`src/rtl/muldiv_unit_if.sv`:
```
// Request/response bundle between the core pipeline and the RV32M multiply/divide unit.
// The core drives the master side; the unit implements the slave side.
interface muldiv_unit_if #(
  parameter int XLEN = 32
);
  logic            start;
  logic [2:0]      funct3;
  logic [XLEN-1:0] rs1_data;
  logic [XLEN-1:0] rs2_data;
  logic [4:0]      rd;
  logic            flush;
  logic            busy;
  logic            done;
  logic            wr_en;
  logic [4:0]      rd_out;
  logic [XLEN-1:0] result;

  modport master (
    output start, funct3, rs1_data, rs2_data, rd, flush,
    input  busy, done, wr_en, rd_out, result
  );

  modport slave (
    input  start, funct3, rs1_data, rs2_data, rd, flush,
    output busy, done, wr_en, rd_out, result
  );
endinterface

```
`src/rtl/muldiv_unit.sv`:
```
// Iterative RV32M multiply/divide unit: shift-add multiply and restoring divide on operand
// magnitudes, one bit per cycle, with the sign fixed up when the result is written back.
module muldiv_unit #(
  parameter int XLEN = 32
) (
  input  logic         clk,
  input  logic         rst,
  muldiv_unit_if.slave bus
);
  typedef enum logic [1:0] {IDLE, CALC, DONE} state_t;

  localparam logic [XLEN-1:0] MIN_INT   = {1'b1, {(XLEN-1){1'b0}}};
  localparam logic [2:0]      OP_MUL    = 3'b000;
  localparam logic [2:0]      OP_MULHU  = 3'b011;

  state_t            state;
  logic [2:0]        op;
  logic [4:0]        rd_lat;
  logic              neg_res;
  logic [5:0]        count;
  logic [XLEN-1:0]   mag_op;
  logic [2*XLEN-1:0] acc;
  logic [XLEN-1:0]   rem;
  logic              done_q;
  logic              wr_en_q;
  logic [4:0]        rd_out_q;
  logic [XLEN-1:0]   result_q;

  logic              a_signed;
  logic              b_signed;
  logic              neg_a;
  logic              neg_b;
  logic [XLEN-1:0]   mag_a;
  logic [XLEN-1:0]   mag_b;
  logic              start_neg;
  logic              div_zero;
  logic              div_ovf;
  logic              special;
  logic [XLEN-1:0]   special_res;

  // Decode of the live request; only consumed on the edge that accepts it.
  always_comb begin
    a_signed    = bus.funct3[2] ? ~bus.funct3[0] : (bus.funct3 != OP_MULHU);
    b_signed    = bus.funct3[2] ? ~bus.funct3[0] : ~bus.funct3[1];
    neg_a       = a_signed & bus.rs1_data[XLEN-1];
    neg_b       = b_signed & bus.rs2_data[XLEN-1];
    mag_a       = neg_a ? -bus.rs1_data : bus.rs1_data;
    mag_b       = neg_b ? -bus.rs2_data : bus.rs2_data;
    start_neg   = (bus.funct3[2] && bus.funct3[1]) ? neg_a : (neg_a ^ neg_b);
    div_zero    = bus.funct3[2] && (bus.rs2_data == '0);
    div_ovf     = bus.funct3[2] && !bus.funct3[0] &&
                  (bus.rs1_data == MIN_INT) && (bus.rs2_data == '1);
    special     = div_zero | div_ovf;
    if (div_zero) special_res = bus.funct3[1] ? bus.rs1_data : '1;
    else          special_res = bus.funct3[1] ? '0 : MIN_INT;
  end

  logic [XLEN:0]     sum_hi;
  logic [2*XLEN-1:0] mul_next;
  logic [2*XLEN-1:0] prod_fin;
  logic [XLEN:0]     partial;
  logic              q_bit;
  logic [XLEN-1:0]   rem_next;
  logic [XLEN-1:0]   quo_next;
  logic [XLEN-1:0]   quo_fin;
  logic [XLEN-1:0]   rem_fin;
  logic [XLEN-1:0]   final_res;

  // Multiply keeps the multiplier in acc's low half and shifts the product in from the top;
  // divide shifts the dividend out of acc's low half while quotient bits shift in behind it.
  always_comb begin
    sum_hi   = {1'b0, acc[2*XLEN-1:XLEN]} + {1'b0, mag_op};
    mul_next = acc[0] ? {sum_hi, acc[XLEN-1:1]} : {1'b0, acc[2*XLEN-1:1]};
    partial  = {rem, acc[XLEN-1]};
    q_bit    = (partial >= {1'b0, mag_op});
    rem_next = q_bit ? (partial[XLEN-1:0] - mag_op) : partial[XLEN-1:0];
    quo_next = {acc[XLEN-2:0], q_bit};
    prod_fin = neg_res ? -mul_next : mul_next;
    quo_fin  = neg_res ? -quo_next : quo_next;
    rem_fin  = neg_res ? -rem_next : rem_next;
    if (op[2])              final_res = op[1] ? rem_fin : quo_fin;
    else if (op == OP_MUL)  final_res = prod_fin[XLEN-1:0];
    else                    final_res = prod_fin[2*XLEN-1:XLEN];
  end

  always_ff @(posedge clk) begin
    if (rst) begin
      state    <= IDLE;
      op       <= '0;
      rd_lat   <= '0;
      neg_res  <= 1'b0;
      count    <= '0;
      mag_op   <= '0;
      acc      <= '0;
      rem      <= '0;
      done_q   <= 1'b0;
      wr_en_q  <= 1'b0;
      rd_out_q <= '0;
      result_q <= '0;
    end else begin
      done_q  <= 1'b0;
      wr_en_q <= 1'b0;
      case (state)
        IDLE: begin
          if (bus.start && !bus.flush) begin
            if (special) begin
              state    <= DONE;
              result_q <= special_res;
              rd_out_q <= bus.rd;
              done_q   <= 1'b1;
              wr_en_q  <= (bus.rd != '0);
            end else begin
              state   <= CALC;
              op      <= bus.funct3;
              rd_lat  <= bus.rd;
              neg_res <= start_neg;
              count   <= '0;
              mag_op  <= bus.funct3[2] ? mag_b : mag_a;
              acc     <= {{XLEN{1'b0}}, (bus.funct3[2] ? mag_a : mag_b)};
              rem     <= '0;
            end
          end
        end
        CALC: begin
          if (bus.flush) begin
            state <= IDLE;
          end else begin
            acc   <= op[2] ? {acc[2*XLEN-1:XLEN], quo_next} : mul_next;
            rem   <= rem_next;
            count <= count + 6'd1;
            if (count == 6'd31) begin
              state    <= DONE;
              result_q <= final_res;
              rd_out_q <= rd_lat;
              done_q   <= 1'b1;
              wr_en_q  <= (rd_lat != '0);
            end
          end
        end
        DONE:    state <= IDLE;
        default: state <= IDLE;
      endcase
    end
  end

  assign bus.busy   = (state != IDLE);
  assign bus.done   = done_q;
  assign bus.wr_en  = wr_en_q;
  assign bus.rd_out = rd_out_q;
  assign bus.result = result_q;
endmodule

```
`src/flat_wrapper.sv`:
```
// flat-port wrapper written by rule: the top's interface ports become plain ports
module muldiv_unit_flat 
#(
  parameter int XLEN = 32
)
  (clk, rst, bus_start, bus_funct3, bus_rs1_data, bus_rs2_data, bus_rd, bus_flush, bus_busy, bus_done, bus_wr_en, bus_rd_out, bus_result);
  muldiv_unit_if #(.XLEN(XLEN)) bus_i ();
  input  logic clk;
  input  logic rst;
  input wire logic [$bits(bus_i.start)-1:0] bus_start;
  input wire logic [$bits(bus_i.funct3)-1:0] bus_funct3;
  input wire logic [$bits(bus_i.rs1_data)-1:0] bus_rs1_data;
  input wire logic [$bits(bus_i.rs2_data)-1:0] bus_rs2_data;
  input wire logic [$bits(bus_i.rd)-1:0] bus_rd;
  input wire logic [$bits(bus_i.flush)-1:0] bus_flush;
  output wire logic [$bits(bus_i.busy)-1:0] bus_busy;
  output wire logic [$bits(bus_i.done)-1:0] bus_done;
  output wire logic [$bits(bus_i.wr_en)-1:0] bus_wr_en;
  output wire logic [$bits(bus_i.rd_out)-1:0] bus_rd_out;
  output wire logic [$bits(bus_i.result)-1:0] bus_result;
  assign bus_i.start = bus_start;
  assign bus_i.funct3 = bus_funct3;
  assign bus_i.rs1_data = bus_rs1_data;
  assign bus_i.rs2_data = bus_rs2_data;
  assign bus_i.rd = bus_rd;
  assign bus_i.flush = bus_flush;
  assign bus_busy = bus_i.busy;
  assign bus_done = bus_i.done;
  assign bus_wr_en = bus_i.wr_en;
  assign bus_rd_out = bus_i.rd_out;
  assign bus_result = bus_i.result;
  muldiv_unit #(.XLEN(XLEN)) u_core (.clk(clk), .rst(rst), .bus(bus_i));
endmodule
```
`config.mk`:
```
export PLATFORM = sky130hd
export DESIGN_NAME = muldiv_unit_flat
export DESIGN_NICKNAME = d
export VERILOG_FILES = /design/src/rtl/muldiv_unit_if.sv /design/src/rtl/muldiv_unit.sv /design/src/flat_wrapper.sv
export SDC_FILE = /design/constraint.sdc
export NUM_CORES = 1
export LEC_CHECK = 0
export CAP_MARGIN = 20
export CORE_MARGIN = 3
export CORE_UTILIZATION = 40
export CTS_BUF_LIST = sky130_fd_sc_hd__clkbuf_16
export CTS_CLUSTER_SIZE = 30
export DETAILED_ROUTE_END_ITERATION = 10
export MAX_ROUTING_LAYER = met4
export PLACE_DENSITY = 0.59
export SLEW_MARGIN = 10
export SYNTH_ARGS = -nofsm -noshare
export SYNTH_HDL_FRONTEND = slang
export SYNTH_SLANG_ARGS = --single-unit
```
`constraint.sdc`:
```
create_clock -name clk -period 6.77 [get_ports clk]
set_input_delay 1.354 -clock clk [delete_from_list [all_inputs] [get_ports clk]]
set_output_delay 1.354 -clock clk [all_outputs]
set_load 0.005 [all_outputs]
```
==> flow_summary.yaml, run 1 <==
sta:
  report.final.slew_viol_count: 0
  final.setup.worst_slack_ns: 0.9830
  max-slew-margin-rel_pct: 27.53
  setup_viol: 0
  hold_violations: 0
  period_needed_ns: 5.787
  finClkSkew_ns: 0.01594
  tns_ns: 0
  rsz0062_at_grt: "no"
  fmax_mhz: 172.8
  worstMarginPinSlew_ns: 1.083
  fin_crit_sh_pct: 85.48
synth:
  yosysTopAreaCell: "dfxtp_1"
  ys.flop_type: "dfxtp_1"
  ys.warnings.count: 0
  async_reset_ff_share_pct: 0
  synth_seq_cells: 184
  ys_seq_area_share_pct: 19.75
  yosys.cell_types.count: 100
  synthesis.area_um2: 18650
  synth.area.top_cells: "dfxtp_1 20%, nor2_1 6.8%, nand2_1 5.6%"
  avgSynthCellArea_um2: 7.044
  syn_nets: 2796
  synth_edf_count: 0
  synth_common_cells: "337 x nor2_1, 277 x nand2_1, 202 x a21oi_1"
  postSynthCellCount: 2647
  synth.most_common_cell: "nor2_1"
  synth_top_area_share_pct: 19.75
critical_path:
  path_buf_inv: 5
  rr_endpoint: "u_core.bus.result[20]"
  cp_cell_sequence: "inv_1 -> ha_1 -> nand4_1 -> or2_2 -> a211oi_1 -> o31ai_2 -> buf_4 -> nand2_1 -> buf_4 -> inv_1 -> buf_4 -> o31ai_1 -> nand4b_1 -> o21ai_0 -> xor2_1 -> a21oi_1 -> a2111oi_0 -> nor3_1"
  cp_slowest_cell: "dfxtp_1"
  critPathMaxFanout: 34
  critPathKind: "reg -> reg"
  crit_end: "u_core.bus.result[20]"
  crit_path_start_kind: "register"
  rr_worst_depth: 18
  crit_arrival_ns: 6.10
  cp_top_family: "compound AO/OA/AOI/OAI gates"
  cpPeakStageDelay_ns: 0.59
  r2r-start: "u_core.mag_op[11]"
  cp_common_cell: "buf_4"
  worstPathRequired_ns: 7.09
  rrSetupSlack_ns: 0.98
  crit_cells: 18
  critPathLaunch: "u_core.mag_op[11]"
  worstSetupEndpointType: "register"
routing:
  routedWlPerCell_um: 25.26
  drc: 0
  first_pass_iters: 6
  vias_per_cell: 6.487
  drt_iter0_drc: 2156
  wl_um: 81420
  antenna_left: 0
  vias: 20910
clock_network:
  tritoncts: "yes"
  cts_root_buf: "clkbuf_16"
  clock-sinks: 184
  post_cts_buffers: 0
  clock_latency_ns: 0.47
  cts_buffer_depth: 2
  cts-buffers-inserted: 17
  postCtsHoldBufs: 0
  htreeDepth: 4
  clkSlewWorstSetupHoldPaths_ns: 0.08
  cts_resized: 0
power_and_ir_drop:
  irDropWorstVdd_mv: 0.1824
  p_comb_share_pct: 45.3
  total_leakage_power_nw: 7.482
  p_per_area_nw_per_um2: 204.3
  intPower_mw: 2.359
  swShare_pct: 44.14
  p_switching_mw: 1.864
  seq_power_share_pct: 29.0
  clkPwrFrac_pct: 25.8
hold_path:
  hold_path_class: "reg -> reg"
  hold_start: "u_core.rd_lat[0]"
placement:
  post_dp_cell_area_um2: 20020
  place.gp.congestion: 1.025
  dpl_worst_slack_ns: 0.9248
  dp_hpwl_um: 63620
  dp.cells: 3187
  io_buffers: 115
layout:
  fillers: 4677
  multiInputGateArea_um2: 13900
  final_area_um2: 20670
  fin_cells: 3223
  drive_gt1_share_pct: 5.837
  nets: 2757
  regArea_um2: 3687
  area_growth_pct: 10.85
die:
  die-area_um2: 49240
  fp.dieW_um: 221.9
  core_um2: 45670
  pin_count: 116
  start_util_pct: 40.83
  rows: 78
  die_h_um: 221.9
global_route:
  grt_first_pass_wirelength_um: 120500
  track_usage_pct: 32.53
  grt_max_degree: 120
  grt_pass1_vias: 18990
  antenna_found_initial: 3
  grt_overflow: 0
job:
  drv_cap: 0
status:
  status: "completed"
worst reg2reg max path: stages (launching register included):
cell and delay (ns):
dfxtp_1 0.59, inv_1 0.18, ha_1 0.50, nand4_1 0.28, or2_2 0.38, a211oi_1 0.45
o31ai_2 0.10, buf_4 0.19, nand2_1 0.16, buf_4 0.41, inv_1 0.16, buf_4 0.26
o31ai_1 0.58, nand4b_1 0.28, o21ai_0 0.15, xor2_1 0.34, a21oi_1 0.11, a2111oi_0 0.43
nor3_1 0.09
state kept, by name (all words and copies together), names as in the netlist, 3 cells and up:
register / flops
u_core.bus.rd_out: 5
u_core.op: 3
u_core.acc: 64
u_core.bus.result: 32
u_core.mag_op: 32
u_core.rd_lat: 5
u_core.count: 6
u_core.rem: 32
worst min path at each step:
| stage | slack [ns] | to | cells after the start |
|---|---|---|---|
| finish | 0.48 | u_core.rd_lat[0] | 2 |
| global route | 0.50 | u_core.rd_lat[0] | 2 |
| CTS | 0.48 | u_core.rd_lat[0] | 2 |
| detailed placement | 0.47 | u_core.rd_lat[0] | 2 |
| global placement | 0.46 | u_core.rd_lat[0] | 2 |
| floorplan | 0.44 | u_core.rd_lat[3] | 2 |
cells in the final DEF, fill, tap and decap left out, types with 20 or more instances in the layout:
cell type | synthesis | routed
mux2i_1 | 85 | 85
or3_1 | 41 | 41
a21oi_1 | 202 | 202
dfxtp_1 | 184 | 181
clkdlybuf4s50_1 | 0 | 113
xnor2_1 | 92 | 92
buf_4 | 1 | 36
nand2b_1 | 21 | 20
a21o_1 | 25 | 25
inv_1 | 68 | 69
a22oi_1 | 47 | 47
nor2_1 | 337 | 334
nand2_1 | 277 | 276
nor4_1 | 23 | 23
a31oi_1 | 37 | 37
a311oi_1 | 20 | 20
o21ai_0 | 174 | 174
nand3_1 | 50 | 50
ha_1 | 71 | 71
o211ai_1 | 56 | 56
o31ai_1 | 36 | 36
a211oi_1 | 74 | 74
nor3_1 | 72 | 71
nand4_1 | 40 | 40
xor2_1 | 71 | 71
o21a_1 | 26 | 26
power by group through the flow:
| stage | clock, mW | sequential [mW] | combinational (mW) |
|---|---|---|---|
| after floorplan | 0 | 1.17 | 1.32 |
| after global placement | 0 | 1.24 | 1.84 |
| after detailed placement | 0 | 1.24 | 1.86 |
| after CTS | 1.10 | 1.22 | 1.87 |
| after global routing | 1.14 | 1.22 | 2.06 |
| final | 1.09 | 1.22 | 1.91 |
per-layer routing:
metal	track usage [%]	vias up	part of all wire, %
met3	4.422	155	8.5
met4	14.30	0	4.9
met2	48.97	1047	44
met1	43.60	10030	43
met5	-	-	0
li1	-	9680	-
final cells by class:
cell class | instances | area share, %
Clock inverter | 15 | 0.9322
Antenna cell | 2 | 0.02421
Timing Repair Buffer | 153 | 6.973
Sequential cell | 184 | 17.84
Clock buffer | 17 | 2.058
Inverter | 71 | 1.289
Multi-Input combinational cell | 2181 | 67.25
Tap cell | 600 | 3.632
metrics by stage:
step / total power, mW / utilization, % / hold WS, ns
floorplan: 2.484 / - / 0.4440
global placement: 3.081 / 43.84 / 0.4603
detailed placement: 3.101 / 43.84 / 0.4662
CTS: 4.191 / 45.19 / 0.4779
global route: 4.423 / 45.26 / 0.5011
finish: 4.223 / 45.26 / 0.4773
cell families (layout without fill, tap and decap cells):
logic type                 after synthesis  in the layout  synth area share, %
DFF                                    184            184                19.75
adders and majority gates               73             73                4.979
buffers and inverters                  282            256                5.891
muxes                                  103            103                5.891
AOI/OAI and AO/OA                      863            863                31.06
xor gates and xnor gates               163            163                7.656
and+or+nand+nor                        979            979                24.77
other                                    0              2                    0
Power figures use the tool's default switching activity.
==> run 2, diff against run 1 <==
- clock period: 6.77 -> 7.2 ns (I/O delays scaled with it)
==> flow_summary.yaml, run 2 (synthesis gave the netlist of run 1 again) <==
power_and_ir_drop:
  irDropWorstVdd_mv: 0.1659
  total_leakage_power_nw: 7.446
  power_mw: 3.960
  p_per_area_nw_per_um2: 191.8
critical_path:
  r2r-start: "u_core.mag_op[11]"
  cpPeakStageDelay_ns: 0.73
  path_buf_inv: 4
  crit_arrival_ns: 6.52
  crit_path_start_kind: "register"
  worstPathRequired_ns: 7.51
  cp_slowest_cell: "a2111oi_0"
  rrSetupSlack_ns: 0.99
  cp_cell_sequence: "inv_1 -> ha_1 -> nand4_1 -> or2_2 -> a211oi_1 -> o31ai_2 -> buf_4 -> nand2_1 -> nor2_1 -> a21oi_1 -> inv_1 -> ha_1 -> nand3b_1 -> nor3_1 -> a41oi_1 -> or2_1 -> o21ai_0 -> xor2_1 -> a21oi_1 -> a2111oi_0 -> buf_4 -> nor3_1"
  critPathKind: "reg -> reg"
  rr_endpoint: "u_core.bus.result[20]"
  cp_top_family: "compound AO/OA/AOI/OAI gates"
  worstSetupEndpointType: "register"
  critPathMaxFanout: 12
  rr_worst_depth: 22
  crit_cells: 22
placement:
  post_dp_cell_area_um2: 20040
  io_buffers: 115
  dp_hpwl_um: 63870
  place.gp.congestion: 0.9968
layout:
  nets: 2757
  final_area_um2: 20650
  area_growth_pct: 10.74
  multiInputGateArea_um2: 13900
  largest_reg_flops: 64
  top_register: "u_core.acc"
  fillers: 4714
  drive_gt1_share_pct: 5.761
  layout_common_cells: "334 x nor2_1, 276 x nand2_1, 202 x a21oi_1"
  antenna_cells: 0
  layout_commonest_cell: "nor2_1"
  regArea_um2: 3687
routing:
  vias_per_cell: 6.426
  vias: 20700
  routedWlPerCell_um: 25.48
  wl_um: 82080
  antenna_left: 0
  first_pass_iters: 6
  drc: 0
  drt_iter0_drc: 2401
clock_network:
  clock-sinks: 184
  cts-buffers-inserted: 17
  cts_buffer_depth: 2
  tritoncts: "yes"
  clkSlewWorstSetupHoldPaths_ns: 0.08
  cts_resized: 0
  htreeDepth: 4
  post_cts_buffers: 0
  clock_latency_ns: 0.47
  postCtsHoldBufs: 0
  cts_root_buf: "clkbuf_16"
sta:
  finClkSkew_ns: 0.01130
  rsz0062_at_grt: "no"
  report.final.slew_viol_count: 0
  period_needed_ns: 6.208
  hold_violations: 0
  whs_ns: 0.4741
  worstMarginPinSlew_ns: 1.038
  setup_viol: 0
  tns_ns: 0
  max-slew-margin-rel_pct: 29.02
  fmax_mhz: 161.1
  fin_crit_sh_pct: 86.22
die:
  start_util_pct: 40.83
  die-area_um2: 49240
  rows: 78
  die_h_um: 221.9
  core_um2: 45670
  pin_count: 116
  fp.dieW_um: 221.9
global_route:
  grt_pass1_vias: 18990
  grt_max_degree: 112
  track_usage_pct: 32.96
  grt_first_pass_wirelength_um: 122100
  grt_overflow: 0
  antenna_found_initial: 0
hold_path:
  worstHoldPathCells: 2
  hold_start: "u_core.rd_lat[4]"
  hold_path_class: "reg -> reg"
  worstHoldEndpoint: "u_core.rd_lat[4]"
job:
  drv_cap: 0
status:
  status: "completed"
## run 2: area by class of cell
class                      instances  share of cell area (%)
clock buffer                      17                   2.060
clock inverter                    15                  0.7998
inverter                          71                   1.291
multi-input combinational       2181                   67.32
sequential                       184                   17.86
tap                              600                   3.635
timing repair buffer             153                   7.041
## run 2: report_power, final
| group | internal (mW) | switching (mW) | total, mW | leakage [nW] |
|---|---|---|---|---|
| combinational | 0.611 | 1.19 | 1.80 | 5.67 |
| sequential | 1.05 | 0.108 | 1.16 | 1.50 |
| clock | 0.519 | 0.478 | 0.996 | 0.285 |
| total | 2.18 | 1.78 | 3.96 | 7.45 |
## run 2: metal layers
metal / wire, µm / track usage, % / up-vias / part of all wire [%]
met5: 0 / - / - / 0
met4: 4422 / 14.80 / 0 / 5.4
met3: 6524 / 4.965 / 158 / 7.9
met2: 35160 / 48.68 / 951 / 43
met1: 35960 / 44.49 / 9912 / 44
li1: - / - / 9677 / -
## run 2: stage by stage
step           worst slack [ns]  cells  util [%]
2_1_floorplan             2.303   2647         -
3_3_place_gp             0.8598   3187     43.87
3_5_place_dp             0.7501   3187     43.87
4_1_cts                   1.141   3219     45.16
5_1_grt                  0.6265   3221     45.21
6_report                 0.9923   3221     45.21
## run 2: how the worst max path moves through the flow
stage	startpoint	endpoint
after global routing	bus_rs2_data[2]	u_core.bus.result[24]
after detailed placement	bus_rs2_data[2]	u_core.bus.result[31]
after CTS	u_core.mag_op[26]	u_core.bus.result[20]
final	u_core.mag_op[11]	u_core.bus.result[20]
after global placement	bus_rs2_data[2]	u_core.bus.result[31]
after floorplan	u_core.mag_op[11]	u_core.bus.result[30]
## run 2: worst register-to-register path, cell delays in order (launching register included)
cell,delay [ns]
dfxtp_1,0.57
inv_1,0.16
ha_1,0.52
nand4_1,0.24
or2_2,0.36
a211oi_1,0.51
o31ai_2,0.10
buf_4,0.18
nand2_1,0.37
nor2_1,0.08
a21oi_1,0.22
inv_1,0.07
ha_1,0.26
nand3b_1,0.11
nor3_1,0.05
a41oi_1,0.50
or2_1,0.26
o21ai_0,0.12
xor2_1,0.28
a21oi_1,0.11
a2111oi_0,0.73
buf_4,0.22
nor3_1,0.04
